`config.mk`:
```
export PLATFORM = sky130hd
export DESIGN_NAME = hash_byte_packer
export DESIGN_NICKNAME = d
export VERILOG_FILES = /design/src/rtl/hash_byte_packer.sv
export SDC_FILE = /design/constraint.sdc
export NUM_CORES = 1
export LEC_CHECK = 0
export CAP_MARGIN = 25
export CORE_ASPECT_RATIO = 1.5
export CORE_UTILIZATION = 55
export CTS_BUF_LIST = sky130_fd_sc_hd__clkbuf_8 sky130_fd_sc_hd__clkbuf_16
export CTS_CLUSTER_SIZE = 24
export DETAILED_ROUTE_END_ITERATION = 8
export GPL_TIMING_DRIVEN = 0
export PLACE_DENSITY = 0.89
export SLEW_MARGIN = 20
export SYNTH_ARGS = -nofsm -noshare
export SYNTH_HDL_FRONTEND = slang
export SYNTH_SLANG_ARGS = --single-unit
```
`constraint.sdc`:
```
create_clock -name clk -period 4 [get_ports clk]
set_input_delay 0.6 -clock clk [delete_from_list [all_inputs] [get_ports clk]]
set_output_delay 0.6 -clock clk [all_outputs]
set_load 0.05 [all_outputs]
```
`src/rtl/hash_byte_packer.sv`:
```
// Packs a byte stream into 64-bit words with a byte count for the hasher.
// A word closes on in_last, a full 8 bytes, a flush pulse, or an idle timeout.
module hash_byte_packer #(
  parameter int TIMEOUT = 16,
  parameter int TO_W    = 16
) (
  input  logic        clk,
  input  logic        reset_n,
  input  logic [7:0]  in_byte,
  input  logic        in_valid,
  input  logic        in_last,
  output logic        in_ready,
  input  logic        flush,
  output logic [63:0] data,
  output logic [3:0]  data_len,
  output logic        out_last,
  output logic        out_valid,
  input  logic        out_ready
);

  typedef enum logic {FILL = 1'b0, HOLD = 1'b1} state_e;

  localparam logic [TO_W-1:0] TO_LAST = TO_W'((TIMEOUT > 0) ? TIMEOUT - 1 : 0);
  localparam bit              TO_EN   = (TIMEOUT > 0);

  state_e            state_q;
  logic [3:0]        count_q;
  logic [3:0]        count_d;
  logic [63:0]       data_q;
  logic [3:0]        len_q;
  logic              last_q;
  logic [TO_W-1:0]   idle_q;
  logic              accept;
  logic              close_on_byte;
  logic              timeout_hit;

  assign in_ready  = (state_q == FILL);
  assign out_valid = (state_q == HOLD);
  assign data      = data_q;
  assign data_len  = len_q;
  assign out_last  = last_q;

  assign accept        = in_valid & in_ready;
  assign count_d       = count_q + 4'd1;
  assign close_on_byte = in_last | flush | (count_d == 4'd8);
  // Firing on the edge that ends the TIMEOUT-th idle cycle, not one later.
  assign timeout_hit   = TO_EN && (count_q != 4'd0) && (idle_q == TO_LAST);

  always_ff @(posedge clk or negedge reset_n) begin
    if (!reset_n) begin
      state_q <= FILL;
      count_q <= 4'd0;
      data_q  <= 64'd0;
      len_q   <= 4'd0;
      last_q  <= 1'b0;
      idle_q  <= '0;
    end else begin
      case (state_q)
        FILL: begin
          if (accept) begin
            // count_q is always < 8 in FILL, so the low 3 bits select the slot.
            data_q[{count_q[2:0], 3'b000} +: 8] <= in_byte;
            count_q <= count_d;
            idle_q  <= '0;
            if (close_on_byte) begin
              state_q <= HOLD;
              len_q   <= count_d;
              last_q  <= in_last | flush;
            end
          end else if (flush) begin
            state_q <= HOLD;
            len_q   <= count_q;
            last_q  <= 1'b1;
            idle_q  <= '0;
          end else if (timeout_hit) begin
            state_q <= HOLD;
            len_q   <= count_q;
            last_q  <= 1'b0;
            idle_q  <= '0;
          end else if (count_q != 4'd0) begin
            idle_q  <= idle_q + 1'b1;
          end
        end
        HOLD: begin
          if (out_ready) begin
            state_q <= FILL;
            count_q <= 4'd0;
            data_q  <= 64'd0;
            idle_q  <= '0;
          end
        end
        default: state_q <= FILL;
      endcase
    end
  end

endmodule

```
==> flow_metrics.py, run 1 <==
metrics = {
    "run_status": {
        "status": "completed",
    },
    "pwr": {
        "power_uw": 2870,
        "vdd_drop_max_mv": 0.474,
        "p_switching_uw": 1180,
        "seqPwrFrac": 0.391,
        "power_density_nw_per_um2": 553,
        "p_clk_frac": 0.226,
        "leakage_uw": 0.00231,
        "power_frac_comb": 0.383,
        "internal_power_uw": 1690,
        "p_sw_frac": 0.413,
    },
    "critical_path": {
        "critPathLaunchType": "register",
        "crit_path_end_kind": "register",
        "critPathMaxFanout": 10,
        "worstPathArrival_ns": 2.80,
        "required_ns": 4.23,
        "criticalPathCategory": "register to register",
        "rrSetupSlack_ns": 1.43,
        "rr_startpoint": "count_q[0]",
        "r2r_cells": 7,
        "r2r-end": "data[55]",
    },
    "logic_synthesis": {
        "yosys_warnings": 0,
        "synth.area.mux_share": 0.0311,
        "syn_inst": 413,
        "synth_edf_count": 0,
        "synth_area_leader_cell": "dfrtp_1",
        "synth_top_cell_area_share": 0.560,
        "synth_compound_area_frac": 0.131,
        "netlist-cell-type-count": 45,
        "synth_area_um2": 4020,
        "avgSynthCellArea_um2": 9.73,
        "yosysSeqAreaShare": 0.560,
        "synth-simple-area-share": 0.208,
        "synthMostInstantiatedCell": "dfrtp_1",
        "synth_nets": 432,
        "synth_top_family_by_area": "simple AND/OR/NAND/NOR gates",
        "synth_adder_area_share": 0.0156,
        "async_flop_share": 1.00,
        "synth_commonest_cells": "90 x dfrtp_1, 69 x o21ai_0, 59 x nand3_1",
        "synthFlopType": "dfrtp_1",
        "ys_ff_latch": 90,
        "yosys-top-cells-area": "dfrtp_1 56%, o21ai_0 8.6%, nand3_1 7.3%, nand2_1 5.3%, mux2i_1 2.0%",
        "synth_xor_area_frac": 0.0109,
    },
    "sta": {
        "hold_violations": 0,
        "slew_violations": 0,
        "relSlewSlack": 0.566,
        "setup_viol": 0,
        "tns_ns": 0,
        "skew_ns": 0.0101,
        "post-route-period-util": 0.643,
        "rsz0062_at_grt": "no",
        "tightest_slew_ns": 0.650,
        "fmax_mhz": 389,
        "min_period_ns": 2.57,
        "whs_ns": 0.256,
        "fin_ws_ns": 1.43,
    },
    "cts": {
        "h-tree-depth": 3,
        "cts_made_buffers": 9,
        "cts_tree": "yes",
        "clock_sinks": 90,
        "post_cts_buffers": 0,
        "cts.hold.buffers_added": 0,
        "clock_path_buffers": 2,
        "clk_latency_ns": 0.37,
        "cts_root_buf": "clkbuf_8",
        "path_clk_slew_ns": 0.10,
        "cts_resized": 0,
    },
    "min_path": {
        "hp-class": "input pin to async pin",
    },
    "placement": {
        "dp_hpwl_um": 7580,
        "place.gp.congestion": 0.846,
        "pre_cts_ws_ns": 1.22,
        "post_dp_cell_area_um2": 4980,
        "io_buffers": 84,
    },
    "grt": {
        "grt_pass1_vias": 3460,
        "top_usage_layer": "met2",
        "gr-total-overflow": 0,
        "met1_usage": 0.353,
        "met2_usage": 0.499,
        "antenna_found_initial": 0,
        "grt_max_degree": 53,
        "global_route.usage.met3": 0.0667,
        "grt_pass1_wl_um": 16900,
        "grt_use_total": 0.294,
    },
    "floorplan": {
        "dieArea_um2": 7660,
        "ioPinCount": 85,
        "core_um2": 6940,
        "rows": 37,
        "start_util": 0.579,
        "dieHeight_um": 107,
        "die_x_um": 71.8,
    },
    "finish": {
        "seqCellArea_um2": 2250,
        "final_area_um2": 5180,
        "n_fill_cell": 481,
        "diodes": 0,
        "area_growth_pct": 28.9,
        "layout-drive-gt1-share": 0.0759,
        "nNetsFinal": 528,
        "multi_input_area_um2": 1600,
    },
    "route": {
        "finalWirelength_um": 10300,
        "wl_per_cell_um": 17.4,
        "drc_errors": 0,
        "drt_pre_antenna_iters": 5,
        "vias": 3465,
        "vias_per_cell": 5.85,
        "drtAntennaViolNets": 0,
        "drtIter0Drc": 316,
    },
    "run": {
        "maxCapViolations": 0,
    },
}
metrics by stage:
| step | utilization | instances |
|---|---|---|
| after detailed placement | 0.717 | 576 |
| after global placement | 0.714 | 575 |
| final | 0.746 | 592 |
| after global routing | 0.746 | 592 |
| after floorplan | - | 413 |
| after CTS | 0.746 | 592 |
cell usage in the layout, fill, tap and decap left out, drive strengths merged, types with 2 or more instances in the layout:
| cell | n |
|---|---|
| nand4 | 5 |
| nand3b | 2 |
| buf | 11 |
| nor2 | 17 |
| and4b | 2 |
| clkdlybuf4s50 | 83 |
| dfrtp | 90 |
| o21ai | 70 |
| and4 | 4 |
| xor2 | 2 |
| and3 | 2 |
| nand2b | 4 |
| mux2i | 8 |
| clkbuf | 23 |
| xnor2 | 3 |
| a211oi | 3 |
| nand2 | 57 |
| inv | 19 |
| nor4 | 3 |
| o31ai | 3 |
| nor3 | 2 |
| or3 | 5 |
| ha | 5 |
| a31o | 3 |
| nand3 | 59 |
| mux2 | 4 |
| a21oi | 10 |
how the worst max path moves through the flow:
stage                     startpoint    endpoint  cells past startpoint
after detailed placement    in_valid    data[14]                      8
after CTS                 count_q[0]    data[55]                      7
final                     count_q[0]    data[55]                      7
after global routing      count_q[0]    data[55]                      7
after global placement       reset_n    data[62]                      1
after floorplan            out_valid  idle_q[12]                      7
state kept, by name, indices dropped and copies added (netlist names):
| name | flops |
|---|---|
| out_valid | 1 |
| idle_q | 16 |
| data | 64 |
| out_last | 1 |
| data_len | 4 |
| count_q | 4 |
worst max-delay path: stages, from the launching register on:
cell	delay [ns]
dfrtp_1	0.46
inv_1	0.14
ha_1	0.25
ha_1	0.22
nor4b_1	0.36
nor3b_2	0.47
clkbuf_1	0.36
o21ai_0	0.17
area by class of cell:
cell class | instances | share of cell area
flip-flops and latches | 90 | 0.434
multi-input cells | 285 | 0.308
repair buffers | 85 | 0.166
clock buffers | 9 | 0.0239
plain buffers | 23 | 0.0224
well taps | 78 | 0.0188
clock inverters | 7 | 0.0162
inverters | 15 | 0.0109
power groups by stage:
stage / Combinational, uW / Sequential [uW] / Clock (uW)
2_1_floorplan: 348 / 1500 / 0
3_3_place_gp: 1060 / 1130 / 0
3_5_place_dp: 1100 / 1140 / 0
4_1_cts: 1100 / 1120 / 658
5_1_grt: 1160 / 1140 / 698
6_report: 1100 / 1120 / 649
cell families (layout without fill, tap and decap cells):
group | Yosys count | after routing
simple gates | 169 | 169
mux | 12 | 12
buf+inv | 38 | 139
fa+ha+maj | 5 | 5
xor+xnor | 5 | 5
flops | 90 | 90
compound gates | 94 | 94
metal layers:
layer / routed length [um] / up-vias
met3: 506 / 18
met1: 4020 / 1693
met2: 5560 / 107
li1: - / 1647
met5: 0 / -
met4: 244 / 0
Note: power is estimated with default switching activity, not from simulation.
==> inputs of run 2 (changes only) <==
--- a/config.mk
+++ b/config.mk
@@ -7,12 +7,12 @@
 export LEC_CHECK = 0
 export CAP_MARGIN = 25
 export CORE_ASPECT_RATIO = 1.5
-export CORE_UTILIZATION = 55
+export CORE_UTILIZATION = 51
 export CTS_BUF_LIST = sky130_fd_sc_hd__clkbuf_8 sky130_fd_sc_hd__clkbuf_16
 export CTS_CLUSTER_SIZE = 24
 export DETAILED_ROUTE_END_ITERATION = 8
 export GPL_TIMING_DRIVEN = 0
-export PLACE_DENSITY = 0.89
+export PLACE_DENSITY = 0.84
 export SLEW_MARGIN = 20
 export SYNTH_ARGS = -nofsm -noshare
 export SYNTH_HDL_FRONTEND = slang
==> constraint.sdc (replaced) <==
create_clock -name clk -period 2.4 [get_ports clk]
set_input_delay 0.36 -clock clk [delete_from_list [all_inputs] [get_ports clk]]
set_output_delay 0.36 -clock clk [all_outputs]
set_load 0.05 [all_outputs]
==> flow_metrics.py, run 2 (synthesized netlist as in run 1, its figures left out) <==
metrics = {
    "sta": {
        "whs_ns": -0.00902,
        "min_period_ns": 2.33,
        "skew_ns": 0.00310,
        "tightest_slew_ns": 0.567,
        "relSlewSlack": 0.620,
        "fmax_mhz": 430,
        "tns_ns": 0,
        "setup_viol": 0,
        "post-route-period-util": 0.969,
        "slew_violations": 0,
        "hold_violations": 15,
    },
    "finish": {
        "layout-drive-gt1-share": 0.106,
        "fin_util": 0.717,
        "largest_reg_flops": 64,
        "layout_commonest_cell": "dfrtp_1",
        "nNetsFinal": 535,
        "mostFrequentLayoutCells": "89 x dfrtp_1, 83 x clkdlybuf4s50_1, 69 x o21ai_0, 58 x nand3_1, 57 x nand2_1",
        "diodes": 0,
        "area_growth_pct": 35.8,
    },
    "grt": {
        "gr-total-overflow": 0,
        "grt_use_total": 0.271,
        "grt_pass1_vias": 3438,
        "grt_pass1_wl_um": 16800,
        "antenna_found_initial": 0,
        "grt_max_degree": 53,
    },
    "critical_path": {
        "crit_path_end_kind": "register",
        "critPathMaxFanout": 7,
        "rrSetupSlack_ns": 0.07,
        "worstSetupStartpoint": "count_q[0]",
        "worstPathArrival_ns": 2.56,
        "critPathLaunchType": "register",
        "r2r_cells": 6,
        "criticalPathCategory": "register to register",
        "required_ns": 2.63,
        "rr_startpoint": "count_q[0]",
    },
    "pwr": {
        "leakage_uw": 0.00242,
        "p_clk_frac": 0.284,
        "p_sw_frac": 0.383,
        "power_density_nw_per_um2": 967,
        "vdd_drop_max_mv": 0.784,
        "p_switching_uw": 2020,
        "internal_power_uw": 3260,
        "power_frac_comb": 0.362,
        "seqPwrFrac": 0.355,
    },
    "route": {
        "dr_wl_met2_um": 5510,
        "top_layer": "met4",
        "finalWirelength_um": 10400,
        "drc_errors": 0,
        "vias": 3579,
        "drt_pre_antenna_iters": 5,
        "met3_length_um": 592,
        "wl_per_cell_um": 16.7,
        "drtIter0Drc": 296,
        "vias_per_cell": 5.74,
        "drt-met1-wl_um": 4050,
        "drtAntennaViolNets": 0,
    },
    "cts": {
        "cts_tree": "yes",
        "path_clk_slew_ns": 0.06,
        "clock_sinks": 90,
        "h-tree-depth": 3,
        "cts.hold.buffers_added": 0,
        "clk_latency_ns": 0.35,
        "cts_made_buffers": 9,
        "cts_root_buf": "clkbuf_16",
        "clock_path_buffers": 2,
    },
    "floorplan": {
        "die_x_um": 74.5,
        "ioPinCount": 85,
        "core_um2": 7610,
        "rows": 39,
        "start_util": 0.528,
        "dieArea_um2": 8250,
        "dieHeight_um": 111,
    },
    "placement": {
        "place.gp.congestion": 0.846,
        "io_buffers": 84,
        "dp_hpwl_um": 7100,
    },
    "run_status": {
        "violations": "hold timing",
        "status": "finished with violations",
    },
    "run": {
        "maxCapViolations": 0,
    },
    "min_path": {
        "hp-class": "input pin to async pin",
    },
}
run 2: cell type report:
class | instances | area [um^2]
inverters | 15 | 56.3
multi-input cells | 285 | 1660
clock inverters | 7 | 93.8
fillers | 554 | 2150
clock buffers | 9 | 225
flip-flops and latches | 90 | 2250
plain buffers | 21 | 113
repair buffers | 94 | 933
well taps | 102 | 128
run 2: worst paths after layout:
| check | to |
|---|---|
| max | data_len[3] |
| min | out_last |
| max reg2reg | data_len[3] |
| min reg2reg | data[3] |
| max in group asynchronous | count_q[0] |
| min in group clk | data[3] |
run 2: critical path: stages, from the launching register on:
cell and delay [ns]:
dfrtp_2 0.45, inv_1 0.18, ha_1 0.25, or3b_2 0.62
a211oi_4 0.29, a311oi_4 0.10, mux2_2 0.32
run 2: stage by stage:
step | instance area, um^2 | setup WS (ns) | instances | hold slack [ns] | total power [uW]
final | 5460 | 0.0743 | 623 | -0.00902 | 5280
after detailed placement | 5010 | -0.0763 | 600 | 0.371 | 3710
after floorplan | 4020 | 0.269 | 413 | 0.0644 | 3080
after global routing | 5460 | -0.0604 | 623 | 0.0380 | 5500
after global placement | 4990 | -2.20 | 599 | 0.484 | 3670
after CTS | 5340 | -0.0397 | 616 | 0.00316 | 5220
run 2: per-layer routing:
metal,up-vias,GRT usage
met5,-,0
met4,0,0.131
met3,23,0.0655
met2,128,0.427
met1,1766,0.345
li1,1662,-
run 2: repair_timing:
action,in CTS,in global routing
resized for setup,3,12
setup endpoints to repair,9,81
setup buffers,0,9
pin swaps,0,3
run 2: power groups by stage:
stage               clock network (uW)  registers [uW]  logic [uW]
floorplan                            0            2500         580
global placement                     0            1890        1780
detailed placement                   0            1890        1810
CTS                               1520            1870        1840
global route                      1580            1890        2030
finish                            1500            1870        1910
==> inputs of run 3 (changes only) <==
--- a/config.mk
+++ b/config.mk
@@ -7,12 +7,13 @@
 export LEC_CHECK = 0
 export CAP_MARGIN = 25
 export CORE_ASPECT_RATIO = 1.5
-export CORE_UTILIZATION = 51
+export CORE_MARGIN = 5
+export CORE_UTILIZATION = 55
 export CTS_BUF_LIST = sky130_fd_sc_hd__clkbuf_8 sky130_fd_sc_hd__clkbuf_16
 export CTS_CLUSTER_SIZE = 24
 export DETAILED_ROUTE_END_ITERATION = 8
 export GPL_TIMING_DRIVEN = 0
-export PLACE_DENSITY = 0.84
+export PLACE_DENSITY = 0.89
 export SLEW_MARGIN = 20
 export SYNTH_ARGS = -nofsm -noshare
 export SYNTH_HDL_FRONTEND = slang
==> constraint.sdc (replaced) <==
create_clock -name clk -period 2.7 [get_ports clk]
set_input_delay 0.405 -clock clk [delete_from_list [all_inputs] [get_ports clk]]
set_output_delay 0.405 -clock clk [all_outputs]
set_load 0.05 [all_outputs]
==> flow_metrics.py, run 3 (synthesized netlist as in run 1, its figures left out) <==
metrics = {
    "cts": {
        "cts_tree": "yes",
        "path_clk_slew_ns": 0.08,
        "cts_resized": 0,
        "cts_made_buffers": 9,
        "cts_root_buf": "clkbuf_8",
        "cts.hold.buffers_added": 0,
        "clock_path_buffers": 2,
        "clk_latency_ns": 0.37,
        "clock_sinks": 90,
        "h-tree-depth": 3,
        "post_cts_buffers": 0,
    },
    "floorplan": {
        "dieArea_um2": 9150,
        "die_x_um": 79.8,
        "ioPinCount": 85,
        "core_um2": 7180,
        "start_util": 0.560,
        "rows": 38,
        "dieHeight_um": 115,
    },
    "finish": {
        "n_fill_cell": 510,
        "multi_input_area_um2": 1600,
        "largest_reg_flops": 64,
        "seqCellArea_um2": 2250,
        "layout-drive-gt1-share": 0.0739,
        "area_growth_pct": 30.2,
        "mostFrequentLayoutCells": "90 x dfrtp_1, 83 x clkdlybuf4s50_1, 69 x o21ai_0, 59 x nand3_1, 57 x nand2_1",
        "diodes": 0,
        "layout_commonest_cell": "dfrtp_1",
        "fin_util": 0.729,
        "nNetsFinal": 528,
        "final_area_um2": 5230,
    },
    "pwr": {
        "power_density_nw_per_um2": 820,
        "power_frac_comb": 0.378,
        "internal_power_uw": 2590,
        "leakage_uw": 0.00232,
        "p_clk_frac": 0.235,
        "p_switching_uw": 1700,
        "vdd_drop_max_mv": 0.579,
        "seqPwrFrac": 0.387,
        "p_sw_frac": 0.396,
    },
    "grt": {
        "grt_pass1_wl_um": 17300,
        "grt_max_degree": 49,
        "global_route.usage.met3": 0.0488,
        "met1_usage": 0.291,
        "met2_usage": 0.410,
        "antenna_found_initial": 0,
        "grt_use_total": 0.245,
        "grt_pass1_vias": 3577,
        "gr-total-overflow": 0,
        "top_usage_layer": "met2",
    },
    "placement": {
        "dp_hpwl_um": 7690,
        "io_buffers": 84,
        "place.gp.congestion": 0.919,
        "post_dp_cell_area_um2": 5010,
    },
    "critical_path": {
        "criticalPathCategory": "register to register",
        "required_ns": 2.94,
        "crit_path_end_kind": "register",
        "worstPathArrival_ns": 2.63,
        "critPathMaxFanout": 10,
        "critPathLaunchType": "register",
    },
    "route": {
        "drc_errors": 0,
        "wl_per_cell_um": 17.1,
        "drtAntennaViolNets": 0,
        "drtIter0Drc": 332,
        "vias_per_cell": 5.75,
        "drt_pre_antenna_iters": 5,
        "finalWirelength_um": 10500,
        "vias": 3533,
    },
    "sta": {
        "relSlewSlack": 0.618,
        "post-route-period-util": 0.887,
        "hold_violations": 0,
        "tightest_slew_ns": 0.571,
        "slew_violations": 0,
        "rsz0062_at_grt": "no",
        "skew_ns": 0.00822,
        "min_period_ns": 2.39,
        "setup_viol": 0,
        "fmax_mhz": 418,
    },
    "min_path": {
        "hp-class": "input pin to async pin",
    },
    "run_status": {
        "status": "completed",
    },
    "run": {
        "maxCapViolations": 0,
    },
}
run 3: changes by cell type in the layout (fill, tap and decap cells not counted), sizes merged:
| cell | change |
|---|---|
| inv | +2 |
| clkbuf | +3 |
| clkinv | -3 |
| buf | -9 |
run 3: worst paths after layout:
check | from | end | slack [ns] | cells past startpoint
worst max-delay path | count_q[0] | data[7] | 0.31 | 8
worst min-delay path | reset_n | idle_q[10] | 0.03 | 1
worst max register to register | count_q[0] | data[7] | 0.31 | 8
worst min register to register | data[46] | data[46] | 0.50 | 2
max in group asynchronous | reset_n | data[36] | 2.05 | 2
min in group clk | data[46] | data[46] | 0.50 | 2
run 3: worst max-delay path: stages, from the launching register on:
cell      delay [ns]
dfrtp_1         0.44
inv_1           0.13
ha_1            0.25
ha_1            0.38
nor2_1          0.18
nand4_1         0.32
clkbuf_1        0.30
nand3_1         0.15
o21ai_0         0.12
run 3: final cells by class:
type / instances / area share
well taps: 100 / 0.0239
inverters: 15 / 0.0108
multi-input cells: 285 / 0.305
repair buffers: 85 / 0.165
clock inverters: 6 / 0.0158
plain buffers: 23 / 0.0225
clock buffers: 10 / 0.0263
flip-flops and latches: 90 / 0.430
run 3: per-stage QoR:
step	worst slack, ns	total power [uW]	TNS [ns]	hold slack [ns]	cells
floorplan	0.569	2740	0	0.109	413
global placement	-1.89	3260	-169.04	0.484	597
detailed placement	0.141	3310	0	0.433	598
CTS	0.170	4310	0	0.0370	614
global route	0.0572	4500	0	0.0595	614
finish	0.306	4290	0	0.0259	614
run 3: power by group through the flow:
stage / combinational (uW) / clock, uW / sequential [uW]
floorplan: 516 / 0 / 2220
global placement: 1590 / 0 / 1680
detailed placement: 1620 / 0 / 1690
CTS: 1630 / 1010 / 1660
global route: 1730 / 1080 / 1690
finish: 1620 / 1010 / 1660
run 3: layer usage:
layer	up-vias	share of wire
met5	-	0
met2	121	0.53
met4	0	0.035
met1	1741	0.38
li1	1642	-
met3	29	0.054
